**config.mk**
```make
export PLATFORM = sky130hd
export DESIGN_NAME = jtag_cfg_scheduler
export DESIGN_NICKNAME = d
export VERILOG_FILES = /design/src/rtl/jtag_cfg_pkg.sv /design/src/rtl/jtag_cfg_scheduler_rr_arbiter.sv /design/src/rtl/jtag_cfg_scheduler.sv
export SDC_FILE = /design/constraint.sdc
export NUM_CORES = 1
export LEC_CHECK = 0
export CAP_MARGIN = 5
export CORE_AREA = 2 2 331 333
export DETAILED_ROUTE_END_ITERATION = 6
export DIE_AREA = 0 0 333 335
export PLACE_DENSITY = 0.45
export SKIP_CTS_REPAIR_TIMING = 1
export SYNTH_ARGS = -nofsm -noshare
export SYNTH_HDL_FRONTEND = slang
export SYNTH_HIERARCHICAL = 1
export SYNTH_SLANG_ARGS = --single-unit
```
**constraint.sdc**
```tcl
create_clock -name clk -period 2.6 [get_ports clk]
set_input_delay 0.39 -clock clk [delete_from_list [all_inputs] [get_ports clk]]
set_output_delay 0.39 -clock clk [all_outputs]
set_load 0.005 [all_outputs]
```
**src/rtl/jtag_cfg_pkg.sv**
```systemverilog
// ---------------------------------------------------------------------------
// jtag_cfg_pkg
// Shared types and widths for the JTAG configuration scheduler.
//   - sched_state_e : scheduler FSM states
//   - JOB_*_W       : default widths of the latched job fields
//   - TMO_CNT_W     : width of the launch/busy timeout counter
//   - TRIES_W       : width of the attempt counter reported with done
// ---------------------------------------------------------------------------
package jtag_cfg_pkg;

  localparam int unsigned JOB_DATA_W   = 256;
  localparam int unsigned JOB_LEN_W    = 8;
  localparam int unsigned JOB_INSTR_W  = 5;
  localparam int unsigned JOB_DEVCNT_W = 5;
  localparam int unsigned TMO_CNT_W    = 32;
  localparam int unsigned TRIES_W      = 3;

  typedef enum logic [2:0] {
    ST_IDLE,
    ST_LAUNCH,
    ST_WAIT_HI,
    ST_WAIT_LO,
    ST_CHECK,
    ST_REPORT
  } sched_state_e;

endpackage

```
**src/rtl/jtag_cfg_scheduler_rr_arbiter.sv**
```systemverilog
// ---------------------------------------------------------------------------
// rr_arbiter
// Combinational round-robin arbiter. The grant goes to the first requesting
// index after last_gnt_i, wrapping cyclically; last_gnt_i itself is checked
// last, so a lone requester is always served.
// Ports:
//   req_i      in  NUM_REQ         request vector
//   last_gnt_i in  $clog2(NUM_REQ) index of the previously served requester
//   gnt_o      out NUM_REQ         one-hot grant (all zero when no request)
// ---------------------------------------------------------------------------
module rr_arbiter #(
  parameter int unsigned NUM_REQ = 2
) (
  input  logic [NUM_REQ-1:0]         req_i,
  input  logic [$clog2(NUM_REQ)-1:0] last_gnt_i,
  output logic [NUM_REQ-1:0]         gnt_o
);

  logic [31:0]        cand;
  logic [NUM_REQ-1:0] cand_mask;
  logic               found;

  always_comb begin
    // NOTE: every variable written here gets a default first, so no path
    // leaves it unassigned and no latch is inferred.
    gnt_o     = '0;
    cand      = '0;
    cand_mask = '0;
    found     = 1'b0;
    for (int unsigned off = 1; off <= NUM_REQ; off++) begin
      cand      = (32'(last_gnt_i) + off) % NUM_REQ;
      cand_mask = NUM_REQ'(1) << cand;
      if (!found && |(req_i & cand_mask)) begin
        gnt_o = cand_mask;
        found = 1'b1;
      end
    end
  end

endmodule

```
**src/rtl/jtag_cfg_scheduler.sv**
```systemverilog
// ---------------------------------------------------------------------------
// jtag_cfg_scheduler
// Shares one JTAG master between NUM_REQ configuration requesters. A job is
// granted round-robin, its fields are latched, and it is launched as a TDC or
// ASD action. The scheduler then follows the master's busy flag, samples the
// readback-equality flag and reports a per-job status to the requester.
//
// Optional feature: define JTAG_VERIFY_RETRY_EN to relaunch a job whose
// readback check failed, up to MAX_RETRY extra attempts. Without the macro a
// verify failure is reported immediately and done_tries is always 1.
//
// Ports:
//   clk, rst                       clock, synchronous active-high reset
//   req / req_is_asd               per-requester request level and job type
//   req_bits/len/inst/devcnt       packed per-requester job fields
//   gnt                            one-hot pulse when a job is latched
//   done, done_ok, done_timeout,   one-hot completion pulse plus status,
//   done_tries                     status held until the next done
//   start_action_tdc/_asd          one-cycle launch pulses to the master
//   jtag_bits, bit_length,         latched job fields, stable launch..done
//   jtag_inst, device_count
//   jtag_busy, tdi_tdo_equal       master busy and readback-equality flags
//   sched_busy                     high whenever the FSM is not idle
// ---------------------------------------------------------------------------
module jtag_cfg_scheduler
  import jtag_cfg_pkg::*;
#(
  parameter int unsigned           NUM_REQ       = 2,
  parameter int unsigned           DATA_W        = JOB_DATA_W,
  parameter int unsigned           INSTR_LENGTH  = JOB_INSTR_W,
  parameter logic [15:0]           START_TIMEOUT = 16'd8192,
  parameter logic [TMO_CNT_W-1:0]  BUSY_TIMEOUT  = 32'd2_000_000,
  parameter int unsigned           MAX_RETRY     = 3
) (
  input  logic                             clk,
  input  logic                             rst,
  input  logic [NUM_REQ-1:0]               req,
  input  logic [NUM_REQ-1:0]               req_is_asd,
  input  logic [NUM_REQ*DATA_W-1:0]        req_bits,
  input  logic [NUM_REQ*JOB_LEN_W-1:0]     req_len,
  input  logic [NUM_REQ*INSTR_LENGTH-1:0]  req_inst,
  input  logic [NUM_REQ*JOB_DEVCNT_W-1:0]  req_devcnt,
  output logic [NUM_REQ-1:0]               gnt,
  output logic [NUM_REQ-1:0]               done,
  output logic                             done_ok,
  output logic                             done_timeout,
  output logic [TRIES_W-1:0]               done_tries,
  output logic                             start_action_tdc,
  output logic                             start_action_asd,
  output logic [DATA_W-1:0]                jtag_bits,
  output logic [JOB_LEN_W-1:0]             bit_length,
  output logic [INSTR_LENGTH-1:0]          jtag_inst,
  output logic [JOB_DEVCNT_W-1:0]          device_count,
  input  logic                             jtag_busy,
  input  logic                             tdi_tdo_equal,
  output logic                             sched_busy
);

  localparam int unsigned IDX_W = $clog2(NUM_REQ);

`ifdef JTAG_VERIFY_RETRY_EN
  localparam bit RETRY_EN = 1'b1;
`else
  localparam bit RETRY_EN = 1'b0;
`endif

  // Arbitration and selection of the winning requester's fields
  logic [NUM_REQ-1:0]      arb_gnt;
  logic [IDX_W-1:0]        sel_idx;
  logic                    sel_asd;
  logic [DATA_W-1:0]       sel_bits;
  logic [JOB_LEN_W-1:0]    sel_len;
  logic [INSTR_LENGTH-1:0] sel_inst;
  logic [JOB_DEVCNT_W-1:0] sel_devcnt;

  // FSM state and registered outputs
  sched_state_e            state_q;
  logic [IDX_W-1:0]        idx_q;
  logic [IDX_W-1:0]        last_gnt_q;
  logic [NUM_REQ-1:0]      idx_oh_q;
  logic                    is_asd_q;
  logic [TRIES_W-1:0]      tries_q;
  logic                    ok_q;
  logic                    timeout_q;
  logic [TMO_CNT_W-1:0]    cnt_q;
  logic [NUM_REQ-1:0]      gnt_q;
  logic [NUM_REQ-1:0]      done_q;
  logic                    done_ok_q;
  logic                    done_timeout_q;
  logic [TRIES_W-1:0]      done_tries_q;
  logic                    start_tdc_q;
  logic                    start_asd_q;
  logic [DATA_W-1:0]       bits_q;
  logic [JOB_LEN_W-1:0]    len_q;
  logic [INSTR_LENGTH-1:0] inst_q;
  logic [JOB_DEVCNT_W-1:0] devcnt_q;

  rr_arbiter #(
    .NUM_REQ (NUM_REQ)
  ) u_rr_arbiter (
    .req_i      (req),
    .last_gnt_i (last_gnt_q),
    .gnt_o      (arb_gnt)
  );

  always_comb begin
    sel_idx    = '0;
    sel_asd    = 1'b0;
    sel_bits   = '0;
    sel_len    = '0;
    sel_inst   = '0;
    sel_devcnt = '0;
    for (int i = 0; i < NUM_REQ; i++) begin
      if (arb_gnt[i]) begin
        sel_idx    = IDX_W'(i);
        sel_asd    = req_is_asd[i];
        sel_bits   = req_bits[i*DATA_W +: DATA_W];
        sel_len    = req_len[i*JOB_LEN_W +: JOB_LEN_W];
        sel_inst   = req_inst[i*INSTR_LENGTH +: INSTR_LENGTH];
        sel_devcnt = req_devcnt[i*JOB_DEVCNT_W +: JOB_DEVCNT_W];
      end
    end
  end

  // NOTE: sequential state uses non-blocking assignments only, so every
  // register samples the pre-edge values of the others.
  always_ff @(posedge clk) begin
    if (rst) begin
      state_q        <= ST_IDLE;
      idx_q          <= '0;
      last_gnt_q     <= IDX_W'(NUM_REQ - 1);
      idx_oh_q       <= '0;
      is_asd_q       <= 1'b0;
      tries_q        <= '0;
      ok_q           <= 1'b0;
      timeout_q      <= 1'b0;
      cnt_q          <= '0;
      gnt_q          <= '0;
      done_q         <= '0;
      done_ok_q      <= 1'b0;
      done_timeout_q <= 1'b0;
      done_tries_q   <= '0;
      start_tdc_q    <= 1'b0;
      start_asd_q    <= 1'b0;
      bits_q         <= '0;
      len_q          <= '0;
      inst_q         <= '0;
      devcnt_q       <= '0;
    end else begin
      // Pulse outputs fall back to zero unless a state raises them
      gnt_q       <= '0;
      done_q      <= '0;
      start_tdc_q <= 1'b0;
      start_asd_q <= 1'b0;

      unique case (state_q)
        ST_IDLE: begin
          if (|req) begin
            gnt_q     <= arb_gnt;
            idx_q     <= sel_idx;
            idx_oh_q  <= arb_gnt;
            is_asd_q  <= sel_asd;
            bits_q    <= sel_bits;
            len_q     <= sel_len;
            inst_q    <= sel_inst;
            devcnt_q  <= sel_devcnt;
            tries_q   <= TRIES_W'(1);
            ok_q      <= 1'b0;
            timeout_q <= 1'b0;
            state_q   <= ST_LAUNCH;
          end
        end

        ST_LAUNCH: begin
          start_asd_q <= is_asd_q;
          start_tdc_q <= !is_asd_q;
          cnt_q       <= '0;
          state_q     <= ST_WAIT_HI;
        end

        ST_WAIT_HI: begin
          if (jtag_busy) begin
            cnt_q   <= '0;
            state_q <= ST_WAIT_LO;
          end else if (cnt_q >= TMO_CNT_W'(START_TIMEOUT)) begin
            timeout_q <= 1'b1;
            state_q   <= ST_REPORT;
          end else if (cnt_q != '1) begin
            cnt_q <= cnt_q + 1'b1;
          end
        end

        ST_WAIT_LO: begin
          if (!jtag_busy) begin
            state_q <= ST_CHECK;
          end else if (cnt_q >= BUSY_TIMEOUT) begin
            timeout_q <= 1'b1;
            state_q   <= ST_REPORT;
          end else if (cnt_q != '1) begin
            cnt_q <= cnt_q + 1'b1;
          end
        end

        ST_CHECK: begin
          ok_q <= tdi_tdo_equal;
          // Relaunch the same latched job while retry budget remains
          if (RETRY_EN && !tdi_tdo_equal && (32'(tries_q) <= 32'(MAX_RETRY))) begin
            tries_q <= tries_q + 1'b1;
            state_q <= ST_LAUNCH;
          end else begin
            state_q <= ST_REPORT;
          end
        end

        ST_REPORT: begin
          done_q         <= idx_oh_q;
          done_ok_q      <= ok_q;
          done_timeout_q <= timeout_q;
          done_tries_q   <= tries_q;
          last_gnt_q     <= idx_q;
          state_q        <= ST_IDLE;
        end

        default: state_q <= ST_IDLE;
      endcase
    end
  end

  assign gnt              = gnt_q;
  assign done             = done_q;
  assign done_ok          = done_ok_q;
  assign done_timeout     = done_timeout_q;
  assign done_tries       = done_tries_q;
  assign start_action_tdc = start_tdc_q;
  assign start_action_asd = start_asd_q;
  assign jtag_bits        = bits_q;
  assign bit_length       = len_q;
  assign jtag_inst        = inst_q;
  assign device_count     = devcnt_q;
  assign sched_busy       = (state_q != ST_IDLE);

endmodule

```
* Word-level counts from Yosys, hierarchy flattened
Cells that the tools add are included.
Word-level totals: register bits after elaboration 326, bits of input ports 556, output and inout bits 286, logic and storage cells 100
Cells by class: $add $sub $neg 3, order comparisons 2, equal/unequal tests 15, shift-type cells 2, multiplexer cells 33, bitwise gates (word level) 6, reduce and logical (&&, ||, !) cells 19
Operator list (count):
- $mux 256 | 2
- $mux 32 | 5
- $pmux 32 s3 | 1
- $add 32x1->32 const B | 1
- $ge 32x14->1 const B | 1
- $ge 32x21->1 const B | 1
- $ne 32x32->1 const B | 1
- $mux 5 | 4
- $mux 8 | 2
- $mux 3 | 5
- $pmux 3 s5 | 1
- $ne 2x2->1 const B | 6
- $reduce_or 2->1 | 5
- $mux 1 | 9
- $ne 3x3->1 const B | 3
- $reduce_bool 3->1 | 3
- $eq 3x2->1 const B | 2
- $eq 3x3->1 const B | 2
- $reduce_and 6->1 | 1
- $and 2x2->2 | 2
- $mux 2 | 2
- $not 1->1 | 4
- $reduce_and 2->1 | 2
- $reduce_and 4->1 | 1
- 11 further kinds | 14

* Depth between registers and ports, before layout
depth after elaboration 10, mapped depth 9, depth with buffers taken out 7

* Modules after synthesis
The synthesis kept the hierarchy.
By module, submodules not included:
- jtag_cfg_scheduler | instances 1, cells each 1530, area each 13386.6 sq um, seq. area each 6506.2 sq um
- rr_arbiter | instances 1, cells each 3, area each 18.8 sq um, seq. area each 0.0 sq um

* Least setup slack after synthesis
OpenSTA, ideal clock, no wires.
kind flip-flop to flip-flop, start register cnt_q[31], end register cnt_q[10], setup time 125 ps, arrival time 1808 ps, data required time 2475 ps, setup slack 666 ps, cell stages (with the launch flop) 8, path buffers 1, period minus slack after synthesis 1934 ps, cell sequence dfxtp_1 > nor4_2 > nand3_2 > a2111oi_4 > o22ai_4 > buf_6 > o21ai_2 > o31ai_2
Between the ends: cells in the longest elaborated chain, start to end 5
RTL lines:
- start: declaration | RTL line jtag_cfg_scheduler.sv:85 | logic [TMO_CNT_W-1:0] cnt_q;
- start signal: assignment | RTL line jtag_cfg_scheduler.sv:189 | cnt_q <= cnt_q + 1'b1;
- start signal: assignment | RTL line jtag_cfg_scheduler.sv:200 | cnt_q <= cnt_q + 1'b1;
- branches (longest 5 deep; another with $ge 32x14->1)
Parallel ways; which one is timed is not known. The select of a mux whose other input is x is not followed. A chain may end at the register's enable or synchronous reset.

* Final worst setup path
start register state_q[0], end output port sched_busy
Between the ends: cells in the longest elaborated chain, start to end 1
RTL lines:
- start: declaration | RTL line jtag_cfg_scheduler.sv:77 | sched_state_e state_q;
- start signal: assignment | RTL line jtag_cfg_scheduler.sv:129 | state_q <= ST_IDLE;
- start signal: assignment | RTL line jtag_cfg_scheduler.sv:170 | state_q <= ST_LAUNCH;
- start signal: assignment | RTL line jtag_cfg_scheduler.sv:178 | state_q <= ST_WAIT_HI;
- $reduce_bool 3->1 | RTL line jtag_cfg_scheduler.sv:240 | assign sched_busy = (state_q != ST_IDLE);
- end: declaration | RTL line jtag_cfg_scheduler.sv:56 | output logic sched_busy
No other way between the ends.

==> qor.yml <==
status: "finished, final reports clean"
r2r-end: "cnt_q[2]$_SDFFE_PP0P_"
ys_ff_latch: 325
wire_per_inst_um: 19.8
track_usage_pct: 12.8
cp-end-kind: "primary output"
hold_ws_ns: 0.277
max_stage_delay_ns: 0.60
num_rows: 121
cp_cell_sequence: "nor3_1, inv_1, clkdlybuf4s50_1"
seq_area_frac_synth_pct: 48.5
synthTopCellsByArea: "dfxtp_1 (49%), a221oi_1 (18%), nor3_1 (10%)"
worstPathArrival_ns: 2.01
vias: 15428
dp_hpwl_um: 57800
clock_path_buffers: 3
tightest_slew_ns: 1.02
drt_iter0_drc: 581
synth_edf_count: 0
place_area_um2: 23900
relSlewSlack_pct: 32.0
setup_ws_ns: 0.199
hold_class: "in -> reg"
grt_pass1_vias: 15630
cp-start-kind: "flop"
via_per_inst: 4.06
avgSynthCellArea_um2: 8.74
path_max_fanout: 10
antenna_found_initial: 9
grt_max_degree: 147
final-hold-violation-count: 0
drc: 0
coreArea_um2: 108000
syn_inst: 1533
routabilityCongestion: 0.816
leakage_nw: 8.94
initial_core_util_pct: 12.4
antenna_left: 0
fmax_mhz: 417
powerDensity_nw_per_um2: 871
clock-sinks: 325
crit_end: "sched_busy"
synth_cell_types: 46
reg2reg_slack_ns: 0.43
cts_tree: "yes"
maxCapViolations: 0
design_area_um2: 25400
die_height_um: 335
startpoint: "state_q[0]$_SDFFE_PP0P_"
final_cell_mix: "clkdlybuf4s50_1 (838), dfxtp_1 (325), nor2_1 (290)"
drt_pass1_iterations: 5
drive_gt1_share_pct: 8.40
critPathKind: "reg -> out"
cpMaxStageDelayCell: "clkdlybuf4s50_1"
cp.depth: 3
cts-buffers-inserted: 44
crit_required_ns: 2.21
synth_top_area_share_pct: 48.5
r2r-start: "cnt_q[16]$_SDFFE_PP0P_"
fin_crit_sh_pct: 92.3
ys.flop_type: "dfxtp_1"
crit_family: "buffers and inverters"
rsz0062_at_grt: "no"
die_w_um: 333
final.setup.tns_ns: 0
grt.overflow.total: 0
peakVddDrop_v: 0.000421
dp_slack_ns: 0.148
grt_pass1_wl_um: 107000
wl_um: 75400
worst_skew_pair.late_latency_ns: 0.59
drv_slew: 0
syn_area_um2: 13400
path_buf_inv: 2
ios: 842
fin_nets: 2905
synth_top_area_cell: "dfxtp_1"
clk_pin_slew_ns: 0.06
fin_skew_ns: 0.0147
ctsHtreeMaxLevel: 2
period_needed_ns: 2.40
setup_viol: 0
io_buffer_count: 839
final_common_cell: "clkdlybuf4s50_1"
syn2layout_area_growth_pct: 89.2
die_area_um2: 112000
synth_warnings: 6
ff2ff_path_depth: 8
synthArstFlopShare_pct: 0
root_buffer: "clkbuf_16"
[metrics by stage]
stage	std cells	utilization, %	power (mW)
final	3799	23.5	22.1
after CTS	3794	23.5	22.6
after global placement	3715	22.1	16.1
after detailed placement	3715	22.1	16.1
after floorplan	1534	-	10.6
after global routing	3797	23.5	23.6
[layout make-up]
cell class | instances | area (um^2)
Inverter | 12 | 45.0
Multi-Input combinational cell | 1030 | 6180
Fill cell | 11831 | 82700
Clock inverter | 8 | 78.8
Antenna cell | 5 | 12.5
Tap cell | 1414 | 1770
Clock buffer | 71 | 1410
Sequential cell | 325 | 6510
Timing Repair Buffer | 934 | 9370
[kinds of logic after synthesis]
logic type | after synthesis | synth area share, %
flops | 325 | 48.5
simple gates | 664 | 22.7
fa+ha+maj | 2 | 0.187
other cells | 1 | 0.0280
buf+inv | 179 | 5.65
compound gates | 362 | 22.9
[cell usage after synthesis, types with 2 or more instances]
library cell / count
a211oi_1: 2
a21boi_1: 2
a21boi_2: 2
a21oi_1: 18
a221oi_1: 275
a31oi_1: 7
a41oi_1: 2
and2_1: 12
and2_2: 2
and3_1: 5
and4_1: 5
buf_2: 32
buf_4: 2
buf_6: 5
clkbuf_1: 128
dfxtp_1: 325
ha_1: 2
inv_1: 12
nand2_1: 28
nand3_1: 16
nand4_1: 7
nor2_1: 291
nor2b_1: 5
nor3_1: 280
nor3b_1: 2
nor4_1: 5
o21ai_0: 16
o21ai_1: 4
o21ai_2: 9
o31ai_1: 10
o31ai_2: 7
[routing by layer]
metal	global-route usage, %	up-vias	routed length, um
met5	0	-	40
met4	4.09	6	2140
met3	4.81	116	6790
met2	21.9	605	36300
met1	14.7	7257	30100
li1	-	7444	-
[how the worst min path moves through the flow]
stage | start | endpoint | cells past startpoint
final | rst | last_gnt_q$_SDFFE_PP1N_ | 3
after global routing | rst | last_gnt_q$_SDFFE_PP1N_ | 3
after CTS | rst | last_gnt_q$_SDFFE_PP1N_ | 3
after detailed placement | done_tries[0]$_SDFFE_PP0N_ | done_tries[0]$_SDFFE_PP0N_ | 2
after global placement | idx_oh_q[0]$_SDFFE_PP0P_ | idx_oh_q[0]$_SDFFE_PP0P_ | 2
after floorplan | is_asd_q$_SDFFE_PP0P_ | start_action_tdc$_SDFF_PP0_ | 1
[power by group]
group / total [mW] / switching, mW / internal [mW]
Clock: 6.25 / 2.47 / 3.78
Combinational: 8.83 / 4.16 / 4.67
Sequential: 7.02 / 0.769 / 6.25
[registers in the layout (all words and copies together), names as in the netlist, 2 cells and up]
register / flops
jtag_inst: 5
jtag_bits: 256
bit_length: 8
gnt: 2
state_q: 3
done: 2
cnt_q: 32
device_count: 5
[tightest hold or removal path, stage by stage]
cell     delay, ns
buf_8         0.12
inv_1         0.18
nand3_1       0.12
Power figures use the tool's default switching activity.
